## config.mk

```make
export PLATFORM = sky130hd
export DESIGN_NAME = icap_reboot_seq
export DESIGN_NICKNAME = d
export VERILOG_FILES = /design/src/rtl/icap_pkg.sv /design/src/rtl/icap_seq_rom.sv /design/src/rtl/icap_reboot_seq.sv
export SDC_FILE = /design/constraint.sdc
export NUM_CORES = 1
export LEC_CHECK = 0
export ABC_CLOCK_PERIOD_IN_PS = 3400
export BUFFER_PORTS_ARGS = -buffer_cell sky130_fd_sc_hd__buf_4
export CAP_MARGIN = 10
export CORE_MARGIN = 2
export CORE_UTILIZATION = 40
export CTS_CLUSTER_DIAMETER = 200
export DETAILED_ROUTE_END_ITERATION = 7
export PLACE_DENSITY = 0.65
export SYNTH_ARGS = -nofsm -noshare
export SYNTH_HDL_FRONTEND = slang
export SYNTH_SLANG_ARGS = --single-unit
export TNS_END_PERCENT = 30
```

## constraint.sdc

```tcl
create_clock -name sys_clk -period 3.4 [get_ports sys_clk]
set_clock_uncertainty 0.15 [all_clocks]
set_input_delay 0.34 -clock sys_clk [delete_from_list [all_inputs] [get_ports sys_clk]]
set_output_delay 0.34 -clock sys_clk [all_outputs]
set_load 0.02 [all_outputs]
```

## src/rtl/icap_pkg.sv

```systemverilog
// Shared types and ICAP command words for the multiboot/IPROG reboot sequencer.
package icap_pkg;

   typedef enum logic [1:0] {
      IDLE = 2'd0,
      LOW  = 2'd1,
      HIGH = 2'd2
   } state_t;

   localparam logic [15:0] DUMMY     = 16'hFFFF;
   localparam logic [15:0] SYNC1     = 16'hAA99;
   localparam logic [15:0] SYNC2     = 16'h5566;
   localparam logic [15:0] WR_GEN1   = 16'h3261;
   localparam logic [15:0] WR_GEN2   = 16'h3281;
   localparam logic [15:0] WR_CMD    = 16'h30A1;
   localparam logic [15:0] CMD_IPROG = 16'h000E;
   localparam logic [15:0] NOOP      = 16'h2000;
   localparam logic [15:0] READ_OP   = 16'h2800;

   localparam logic [3:0] LAST_IDX = 4'd12;

endpackage

```

## src/rtl/icap_seq_rom.sv

```systemverilog
// Combinational word table: maps sequence index and warm-boot address to the ICAP word.
module icap_seq_rom
   import icap_pkg::*;
(
   input  logic [3:0]  idx,
   input  logic [23:0] addr,
   output logic [15:0] word
);

   always_comb begin
      word = NOOP;
      case (idx)
         4'd0:    word = DUMMY;
         4'd1:    word = SYNC1;
         4'd2:    word = SYNC2;
         4'd3:    word = WR_GEN1;
         4'd4:    word = addr[15:0];
         4'd5:    word = WR_GEN2;
         4'd6:    word = {8'h03, addr[23:16]};
         4'd7:    word = WR_CMD;
         4'd8:    word = CMD_IPROG;
         default: word = NOOP;
      endcase
   end

endmodule

```

## src/rtl/icap_reboot_seq.sv

```systemverilog
// CSR-driven ICAP reboot sequencer: plays the IPROG word stream with a divided ICAP clock.
module icap_reboot_seq
   import icap_pkg::*;
#(
   parameter logic [3:0] csr_addr = 4'h0,
   parameter int         clk_div  = 4
) (
   input  logic        sys_clk,
   input  logic        sys_rst,
   input  logic [13:0] csr_a,
   input  logic        csr_we,
   input  logic [31:0] csr_di,
   output logic [31:0] csr_do,
   output logic        icap_clk,
   output logic        icap_ce_n,
   output logic        icap_write_n,
   output logic [15:0] icap_i,
   output logic        busy
);

   localparam logic [7:0] div_load = 8'(clk_div - 1);

   state_t      state, state_nxt;
   logic [3:0]  idx, idx_nxt;
   logic [7:0]  cnt, cnt_nxt;
   logic        done, done_nxt;
   logic [23:0] addr_csr;
   logic [23:0] addr_run, addr_run_nxt;
   logic        clk_nxt, ce_n_nxt, write_n_nxt;
   logic [15:0] rom_word;
   logic [15:0] data_nxt;

   logic sel, ctrl_wr, addr_wr, start_req, abort_req;

   assign sel       = (csr_a[13:10] == csr_addr);
   assign ctrl_wr   = sel && csr_we && (csr_a[1:0] == 2'd0);
   assign addr_wr   = sel && csr_we && (csr_a[1:0] == 2'd1);
   assign start_req = ctrl_wr && csr_di[0];
   assign abort_req = ctrl_wr && csr_di[1];

   logic unused_bits;
   assign unused_bits = &{1'b0, csr_a[9:2], csr_di[31:24]};

   assign busy = (state != IDLE);

   // Word lookup uses next-cycle index/address so icap_i changes on the same edge as the phase.
   icap_seq_rom u_rom (
      .idx  (idx_nxt),
      .addr (addr_run_nxt),
      .word (rom_word)
   );

   always_comb begin
      state_nxt    = state;
      idx_nxt      = idx;
      cnt_nxt      = cnt;
      done_nxt     = done;
      addr_run_nxt = addr_run;
      clk_nxt      = icap_clk;
      ce_n_nxt     = icap_ce_n;
      write_n_nxt  = icap_write_n;
      if (abort_req) begin
         state_nxt   = IDLE;
         idx_nxt     = 4'd0;
         done_nxt    = 1'b0;
         clk_nxt     = 1'b0;
         ce_n_nxt    = 1'b1;
         write_n_nxt = 1'b1;
      end else begin
         case (state)
            IDLE: begin
               if (start_req) begin
                  state_nxt    = LOW;
                  idx_nxt      = 4'd0;
                  cnt_nxt      = div_load;
                  done_nxt     = 1'b0;
                  addr_run_nxt = addr_csr;
                  clk_nxt      = 1'b0;
                  ce_n_nxt     = 1'b0;
                  write_n_nxt  = 1'b0;
               end
            end
            LOW: begin
               if (cnt == 8'd0) begin
                  state_nxt = HIGH;
                  cnt_nxt   = div_load;
                  clk_nxt   = 1'b1;
               end else begin
                  cnt_nxt = cnt - 8'd1;
               end
            end
            HIGH: begin
               if (cnt == 8'd0) begin
                  if (idx == LAST_IDX) begin
                     state_nxt   = IDLE;
                     done_nxt    = 1'b1;
                     clk_nxt     = 1'b0;
                     ce_n_nxt    = 1'b1;
                     write_n_nxt = 1'b1;
                  end else begin
                     state_nxt = LOW;
                     idx_nxt   = idx + 4'd1;
                     cnt_nxt   = div_load;
                     clk_nxt   = 1'b0;
                  end
               end else begin
                  cnt_nxt = cnt - 8'd1;
               end
            end
            default: begin
               state_nxt   = IDLE;
               clk_nxt     = 1'b0;
               ce_n_nxt    = 1'b1;
               write_n_nxt = 1'b1;
            end
         endcase
      end
      data_nxt = (state_nxt == IDLE) ? DUMMY : rom_word;
   end

   always_ff @(posedge sys_clk or posedge sys_rst) begin
      if (sys_rst) begin
         state        <= IDLE;
         idx          <= 4'd0;
         cnt          <= 8'd0;
         done         <= 1'b0;
         addr_run     <= 24'd0;
         icap_clk     <= 1'b0;
         icap_ce_n    <= 1'b1;
         icap_write_n <= 1'b1;
         icap_i       <= DUMMY;
      end else begin
         state        <= state_nxt;
         idx          <= idx_nxt;
         cnt          <= cnt_nxt;
         done         <= done_nxt;
         addr_run     <= addr_run_nxt;
         icap_clk     <= clk_nxt;
         icap_ce_n    <= ce_n_nxt;
         icap_write_n <= write_n_nxt;
         icap_i       <= data_nxt;
      end
   end

   // CSR side: ADDR may be rewritten at any time; the running sequence uses its own snapshot.
   always_ff @(posedge sys_clk or posedge sys_rst) begin
      if (sys_rst) begin
         addr_csr <= 24'd0;
         csr_do   <= 32'd0;
      end else begin
         if (addr_wr) begin
            addr_csr <= csr_di[23:0];
         end
         csr_do <= 32'd0;
         if (sel) begin
            case (csr_a[1:0])
               2'd0:    csr_do <= {30'd0, done, busy};
               2'd1:    csr_do <= {8'd0, addr_csr};
               2'd2:    csr_do <= {28'd0, idx};
               default: csr_do <= 32'd0;
            endcase
         end
      end
   end

endmodule

```

==> results by group, run 1 <==
Setup path
  – Startpoint Class: flop
  – Arrival time at the worst endpoint: 3.12 ns
  – Critical path class: flop to flop
  – Maximum net fanout on the critical path: 10
  – WP data required: 3.51 ns
  – CP cell instances: inv_1, ha_1, nor4bb_1, and4_1, or3_1, nand2_1, inv_1, o21ai_0, o21a_1, o221ai_1
  – Slowest stage delay, CP: 0.78 ns
  – CP max stage cell: nor4bb_1
  – Crit end category: flop
  – R2r worst-path depth: 10
  – CP most frequent cell: inv_1

Final layout
  – Fill count: 1026
  – Layout cells sized above 1: 36.76%
  – Fin cells: 619
  – Ant diodes: 0
  – Nets@finish: 528
  – Post-synthesis to final-layout area growth: 21.65%

Clock network
  – Root Driver: clkbuf_16
  – Resize count post-CTS: 0
  – H-tree Lvls: 3
  – CTS buffer count: 9
  – Clock Path Buffers: 2
  – Cts hold-fix bufs: 0
  – Clk_lat worst skew: 0.35 ns
  – Clock sink count: 105
  – CTS tree: done
  – # Post-CTS Setup Buffers: 0
  – Clock slew at reported path FFs: 0.07 ns

Yosys
  – Share of the synthesized area in the top cell type: 46.92%
  – Post-synth ARST share: 100.0%
  – Post-synthesis average cell area: 11.91 um^2
  – EDFF count, synth: 0
  – Cell taking the most area after synthesis: dfrtp_1
  – Commonest cells in the netlist: dfrtp_1 (88), mux2_2 (42), and3_1 (24)
  – Dominant cells by area after synthesis: dfrtp_1 (47%), mux2_2 (10%), dfstp_2 (9.5%)
  – Synth cell types: 62
  – Primary FF master, synth: dfrtp_1
  – Top-count cell post-synth: dfrtp_1
  – Register area share after synthesis: 56.44%
  – Total number of yosys warnings: 0
  – Post-synthesis cell area: 0.004693 mm^2
  – Synthesized flop and latch total: 105
  – Cells after synthesis: 394

Run status
  – Status: finished, final reports clean

Placed design
  – # port buffers: 76
  – Post-DP HPWL: 7242 um
  – Gpl congestion: 0.8709
  – Placed insts: 603

Global route
  – Number of global-route vias before repair: 3285
  – GR Util All Layers: 17.16%
  – Largest net degree at the start of global routing: 72
  – Number of antenna violations at the first check in global routing: 0
  – First-pass GRT wire length: 17060 um
  – GRT Residual Overflow: 0

Floorplanning
  – Vert. Die Dim: 112.3 um
  – Horiz. Die Dim: 112.3 um
  – Row cnt: 39
  – Core area: 0.01142 mm^2
  – DIE AREA: 0.01262 mm^2
  – Starting Density: 41.10%
  – Num ports: 101

STA
  – RSZ-0062 raised after global routing: false
  – Setup violations, final: 0
  – Slew of the pin with the lowest slew margin: 0.8854 ns
  – Final Hold Vio Count: 0
  – Period minus WS final: 3.011 ns
  – Slew margin rel.: 40.17%
  – Slew Viols, Final: 0
  – Setup tns final: 0 ns
  – Period utilization: 88.55%
  – Fmax: 332.1 MHz

Job
  – Maxcap violations: 0

Power
  – Cell Pwr Density: 577.9 mW/mm^2
  – Max VDD drop: 0.2660 mV
  – Pleak: 2.882 nW

Detailed routing
  – DR iter-0 viols: 237
  – DRC: 0
  – ANT nets after route: 0
  – Router iterations before antenna repair: 4
  – Via density per instance: 5.281
  – Vias post-DR: 3269
  – Final wirelength: 10290 um
  – WL per Instance: 16.62 um

Min path
  – HP Class: primary input to async pin
-- final cells by class --
type,count,area (um^2),share of cell area [%]
flip-flops and latches,105,2649,46.39
multi-input cells,250,1847,32.35
repair buffers,87,665.6,11.66
clock buffers,13,270.3,4.734
well taps,143,178.9,3.134
inverters,18,70.07,1.227
clock inverters,3,28.78,0.5041
-- worst paths after layout --
| path | startpoint | end | slack, ns |
|---|---|---|---|
| min | sys_rst | csr_do[1]$_DFF_PP0_ | 0.03 |
| max in group asynchronous | sys_rst | icap_i[0]$_DFF_PP1_ | 2.31 |
| min in group sys_clk | csr_di[6] | addr_csr[6]$_DFFE_PP0P_ | 0.07 |
| max | cnt[0]$_DFFE_PP0P_ | icap_i[5]$_DFF_PP1_ | 0.39 |
| min reg2reg | addr_run[15]$_DFF_PP0_ | addr_run[15]$_DFF_PP0_ | 0.34 |
| max reg2reg | cnt[0]$_DFFE_PP0P_ | icap_i[5]$_DFF_PP1_ | 0.39 |
-- registers in the layout, indices dropped and copies added, names as in the netlist --
signal and flops:
addr_run 24, csr_do 24, idx 4, cnt 8
addr_csr 24, icap_write_n 1, icap_i 16, icap_clk 1
state 2, done 1
-- cells in the final DEF, fill, tap and decap left out, types with 3 or more instances in the layout --
| master | instances |
|---|---|
| a21oi_1 | 18 |
| nor3_1 | 3 |
| dfstp_2 | 17 |
| nand2b_1 | 4 |
| nor2_1 | 20 |
| inv_1 | 16 |
| a22oi_1 | 3 |
| clkbuf_8 | 3 |
| ha_1 | 8 |
| o31ai_1 | 4 |
| o221ai_1 | 6 |
| o21ai_1 | 16 |
| o21ai_0 | 3 |
| clkbuf_16 | 9 |
| mux2_2 | 42 |
| nand2_1 | 14 |
| or3_1 | 3 |
| nand3_1 | 9 |
| nand4_1 | 5 |
| o211ai_1 | 3 |
| buf_4 | 86 |
| and3_1 | 24 |
| mux2i_1 | 11 |
| nor2b_1 | 5 |
| conb_1 | 8 |
| dfrtp_1 | 88 |
| a31oi_1 | 3 |
-- metrics by stage --
stage               total power, mW  worst slack (ns)  hold WS [ns]  area (um^2)  util (%)
CTS                           3.326            0.4695       0.06322         5709     50.00
detailed placement            2.284            0.4762        0.3307         5410     47.38
finish                        3.300            0.3893       0.03162         5709     50.00
global route                  3.472            0.1973       0.06353         5709     50.00
global placement              2.274            0.5757        0.3177         5410     47.38
floorplan                     2.015            0.1776        0.3010         4720         -
-- worst max-delay path, delay by kind of cell, from the launching register on --
kind	cells	cell delay, ns
flops	1	0.40
buf+inv	2	0.37
simple gates	4	1.39
compound gates	3	0.45
fa+ha+maj	1	0.17
-- routing by layer --
metal / GRT usage [%] / vias up / share of wire, %
met1: 23.39 / 1623 / 46
met4: 7.724 / 0 / 2.1
met2: 27.27 / 72 / 48
met3: 2.700 / 16 / 3.3
li1: - / 1558 / -
met5: 0 / - / 0
-- cells by family after synthesis --
logic type / after synthesis / share of synthesized area [%]
multiplexers: 54 / 12.66
other: 1 / 0.07990
buffers and inverters: 46 / 4.905
AND/OR/NAND/NOR: 104 / 12.77
flip-flops: 105 / 56.44
XOR/XNOR: 1 / 0.1867
adder cells (fa/ha/maj): 8 / 2.133
AO/OA/AOI/OAI: 75 / 10.82
-- report_power, final --
group | switching (mW) | total [mW] | internal (mW)
registers | 0.0953 | 1.50 | 1.41
logic | 0.454 | 0.768 | 0.314
clock network | 0.461 | 1.03 | 0.568
No activity file was read; power rests on OpenSTA's default activity.
==> inputs of run 2 (changes only) <==
ABC_CLOCK_PERIOD_IN_PS = 2400   (was 3400)
BUFFER_PORTS_ARGS = -buffer_cell sky130_fd_sc_hd__buf_2   (was -buffer_cell sky130_fd_sc_hd__buf_4)
clock period = 2.4 ns   (was 3.4 ns; I/O delays follow)
==> results by group, run 2 (synthesis gave the netlist of run 1 again) <==
Placed design
  – Gpl congestion: 0.9191
  – # port buffers: 76
  – Post-DP HPWL: 8007 um

Floorplanning
  – Starting Density: 41.10%
  – Row cnt: 39
  – Num ports: 101
  – DIE AREA: 0.01262 mm^2
  – Core area: 0.01142 mm^2
  – Horiz. Die Dim: 112.3 um
  – Vert. Die Dim: 112.3 um

Final layout
  – Multi-input logic area: 0.001991 mm^2
  – Layout cells sized above 1: 46.57%
  – Fill count: 952
  – Sequential cell area: 0.002649 mm^2
  – Post-synthesis to final-layout area growth: 35.56%
  – Commonest non-fill, non-tap cell in the layout: dfrtp_1
  – Largest registers: addr_csr (24), addr_run (24), csr_do (24)
  – Nets@finish: 606
  – Most frequent cells in the layout: dfrtp_1 (88), buf_2 (76), buf_4 (59)
  – Ant diodes: 0

Clock network
  – Clk_lat worst skew: 0.34 ns
  – Clock Path Buffers: 2
  – Clock sink count: 105
  – Root Driver: clkbuf_16
  – CTS tree: done
  – CTS buffer count: 9
  – H-tree Lvls: 3
  – Clock slew at reported path FFs: 0.07 ns

Detailed routing
  – Via density per instance: 5.172
  – ANT nets after route: 0
  – Router iterations before antenna repair: 4
  – WL per Instance: 16.03 um
  – Vias post-DR: 3605
  – DRC: 0
  – Final wirelength: 11170 um
  – DR iter-0 viols: 270

Global route
  – GRT Residual Overflow: 0
  – Number of antenna violations at the first check in global routing: 0
  – GR Util All Layers: 18.18%
  – Largest net degree at the start of global routing: 41
  – First-pass GRT wire length: 18440 um
  – Number of global-route vias before repair: 3722

Setup path
  – Startpoint Class: flop
  – WP data required: 2.51 ns
  – CP cell instances: or4_4, o41a_1, a32o_2, and2_4, or2_4, o221ai_2
  – Slowest stage delay, CP: 0.54 ns
  – Arrival time at the worst endpoint: 2.64 ns
  – CP max stage cell: or4_4
  – Maximum net fanout on the critical path: 8
  – Crit end category: flop
  – R2r worst-path depth: 6
  – Critical path class: flop to flop

STA
  – Setup violations, final: 15
  – PnR worst setup slack: -0.1358 ns
  – Period minus WS final: 2.536 ns
  – Final Hold Vio Count: 0
  – Slew Viols, Final: 0
  – Fmax: 394.4 MHz
  – Hold WS: 0.03019 ns
  – Slew margin rel.: 41.76%
  – Slew of the pin with the lowest slew margin: 0.8718 ns
  – Setup tns final: -0.9996 ns
  – RSZ-0062 raised after global routing: true
  – Period utilization: 105.7%

Min path
  – HP Class: primary input to flop
  – Hold Path Stages: 2

Run status
  – Failing checks: setup timing
  – Status: complete, but fails checks

Job
  – Maxcap violations: 0

Power
  – Max VDD drop: 0.5034 mV
  – Final Power: 5.077 mW
  – Cell Pwr Density: 798.0 mW/mm^2
  – Pleak: 3.219 nW
run 2: area by class of cell:
type                            instances  share of cell area, %
Sequential cell                       105                  41.63
Multi-Input combinational cell        250                  31.29
Timing Repair Buffer                  165                  18.35
Clock buffer                           11                  3.815
Tap cell                              143                  2.812
Inverter                               18                  1.121
Clock inverter                          5                 0.9833
run 2: path summary, 6_finish.rpt:
kind                                           endpoint  slack [ns]                    from
worst max-delay path                icap_i[6]$_DFF_PP1_       -0.14      cnt[2]$_DFFE_PP0P_
worst min-delay path            addr_csr[0]$_DFFE_PP0P_        0.03               csr_di[0]
worst max register to register      icap_i[6]$_DFF_PP1_       -0.14      cnt[2]$_DFFE_PP0P_
worst min register to register   addr_run[11]$_DFF_PP0_        0.35  addr_run[11]$_DFF_PP0_
max in group asynchronous          icap_i[10]$_DFF_PP1_        0.93                 sys_rst
min in group asynchronous           csr_do[0]$_DFF_PP0_        0.47                 sys_rst
run 2: per-stage QoR:
step,utilization [%],setup slack [ns],cell area (um^2),instances
finish,55.72,-0.1358,6362,697
global route,55.72,-0.1997,6362,697
CTS,55.41,-0.1190,6327,696
detailed placement,49.28,-0.3204,5627,652
global placement,49.28,-0.2756,5627,652
floorplan,-,-0.3109,4723,401
run 2: power breakdown:
group	leakage (nW)	switching, mW	internal (mW)
Clock	0.148	0.651	0.848
Combinational	1.70	0.804	0.670
Sequential	1.37	0.111	1.99
run 2: critical path, delay by kind of cell, from the launching register on:
kind            cells  cell delay [ns]
flops               1             0.38
simple gates        3             1.00
compound gates      3             0.92
run 2: timing repair:
item	4_1_cts	5_1_grt
pin swaps	8	7
endpoints found under the hold margin	54	0
resized for setup	31	7
hold buffers	23	0
buffers inserted	5	1
endpoints found under the setup margin	17	19
run 2: metal layers:
metal  wire length [um]  share of wire (%)  vias to the layer above  track usage [%]
met1               4965                 44                     1774            24.04
met2               5514                 49                       96            30.56
met3                525                4.7                       21            3.078
met5                  0                  0                        -                0
met4                165                1.5                        0            6.098
li1                   -                  -                     1714                -
==> inputs of run 3 (changes only) <==
SETUP_SLACK_MARGIN = 0.4   (was unset)
==> results by group, run 3 (synthesis gave the netlist of run 1 again) <==
Run status
  – Status: complete, but fails checks
  – Failing checks: setup timing

STA
  – Slew of the pin with the lowest slew margin: 0.8701 ns
  – Slew margin rel.: 41.87%
  – Setup violations, final: 15
  – RSZ-0062 raised after global routing: true
  – Slew Viols, Final: 0
  – Period utilization: 105.7%
  – Fmax: 394.2 MHz
  – PnR worst setup slack: -0.1369 ns
  – Period minus WS final: 2.537 ns
  – Hold WS: 0.03505 ns
  – Setup tns final: -1.079 ns
  – Final Hold Vio Count: 0

Floorplanning
  – DIE AREA: 0.01262 mm^2
  – Horiz. Die Dim: 112.3 um
  – Core area: 0.01142 mm^2
  – Vert. Die Dim: 112.3 um
  – Num ports: 101
  – Row cnt: 39
  – Starting Density: 41.10%

Final layout
  – Fill count: 881
  – Largest registers: addr_csr (24), addr_run (24), csr_do (24)
  – Multi-input logic area: 0.002232 mm^2
  – Most frequent cells in the layout: dfrtp_1 (88), buf_2 (76), buf_4 (56)
  – Sequential cell area: 0.002649 mm^2
  – Ant diodes: 0
  – Post-synthesis to final-layout area growth: 43.56%
  – Commonest non-fill, non-tap cell in the layout: dfrtp_1
  – Layout cells sized above 1: 53.64%
  – Final core area utilization: 59.01%
  – Nets@finish: 615

Detailed routing
  – Final wirelength: 12000 um
  – Via density per instance: 5.237
  – ANT nets after route: 0
  – Router iterations before antenna repair: 4
  – WL per Instance: 16.99 um
  – DR iter-0 viols: 242
  – Vias post-DR: 3697
  – DRC: 0

Setup path
  – Critical path class: flop to flop
  – Reg2reg start: cnt[3]$_DFFE_PP0P_
  – WP data required: 2.50 ns
  – Crit end category: flop
  – Maximum net fanout on the critical path: 6
  – R2r worst-path depth: 6
  – CP Launch Point: cnt[3]$_DFFE_PP0P_
  – Startpoint Class: flop
  – Arrival time at the worst endpoint: 2.64 ns

Global route
  – Number of global-route vias before repair: 3852
  – Largest net degree at the start of global routing: 41
  – Number of antenna violations at the first check in global routing: 0
  – First-pass GRT wire length: 19110 um
  – GR Util All Layers: 18.86%
  – GRT Residual Overflow: 0

Power
  – Sw Pwr: 1.654 mW
  – Cell Pwr Density: 778.0 mW/mm^2
  – Total internal power: 3.588 mW
  – Switching share of power: 31.55%
  – Register share of total power: 40.3%
  – Final Power: 5.242 mW
  – Combinational share of power: 31.2%
  – Pleak: 3.290 nW
  – Max VDD drop: 0.5105 mV
  – Clock network fraction of total power: 28.5%

Placed design
  – Gpl congestion: 0.9191
  – # port buffers: 76
  – Post-DP HPWL: 8007 um
  – Setup slack after placement: -0.3204 ns

Clock network
  – Clk_lat worst skew: 0.34 ns
  – H-tree Lvls: 3
  – Clock Path Buffers: 2
  – CTS buffer count: 9
  – Clock sink count: 105
  – Clock slew at reported path FFs: 0.07 ns
  – CTS tree: done
  – Root Driver: clkbuf_16

Job
  – Maxcap violations: 0

Min path
  – HP Class: primary input to flop
  – Hold Path Stages: 2
  – Hold Startpoint: csr_di[0]
run 3: metrics by stage:
| step | instances | cell area, um^2 |
|---|---|---|
| after floorplan | 401 | 4723 |
| after global placement | 652 | 5627 |
| after detailed placement | 652 | 5627 |
| after CTS | 700 | 6530 |
| after global routing | 706 | 6738 |
| final | 706 | 6738 |
run 3: layout make-up:
type,count,area share (%)
clock inverter,5,0.9285
tap,143,2.656
sequential,105,39.31
timing repair buffer,174,19.18
multi-input combinational,250,33.13
inverter,18,1.188
clock buffer,11,3.603
run 3: power by group through the flow:
stage               clock network, mW  registers, mW  logic, mW
floorplan                           0           2.21      0.648
global placement                    0           2.14       1.28
detailed placement                  0           2.13       1.29
CTS                              1.52           2.11       1.52
global route                     1.59           2.13       1.76
finish                           1.50           2.11       1.63
run 3: final timing paths:
| kind | endpoint | slack [ns] |
|---|---|---|
| max in group asynchronous | icap_i[15]$_DFF_PP1_ | 0.93 |
| min in group asynchronous | csr_do[0]$_DFF_PP0_ | 0.47 |
| worst min register to register | addr_run[6]$_DFF_PP0_ | 0.35 |
| worst max register to register | icap_i[6]$_DFF_PP1_ | -0.14 |
| worst min-delay path | addr_csr[0]$_DFFE_PP0P_ | 0.04 |
| worst max-delay path | icap_i[6]$_DFF_PP1_ | -0.14 |
run 3: metal layers:
metal / track usage, % / vias up / routed length [um]
met5: 0 / - / 0
met4: 7.642 / 0 / 292
met3: 3.132 / 28 / 507
met2: 31.37 / 117 / 5987
met1: 24.73 / 1827 / 5208
li1: - / 1725 / -
run 3: worst max-delay path, cell delays in order (launching register included):
cell	delay, ns
dfrtp_1	0.40
or4_4	0.53
o41a_1	0.43
a32o_2	0.28
and2_4	0.19
or2_4	0.27
o221ai_2	0.21
run 3: repair_timing:
action                                 4_1_cts  5_1_grt
hold buffers                                23        0
pin swaps                                   22       21
setup endpoints to repair                   55       52
endpoints found under the hold margin       54        0
buffers inserted                             9        6
resized for setup                           71       34
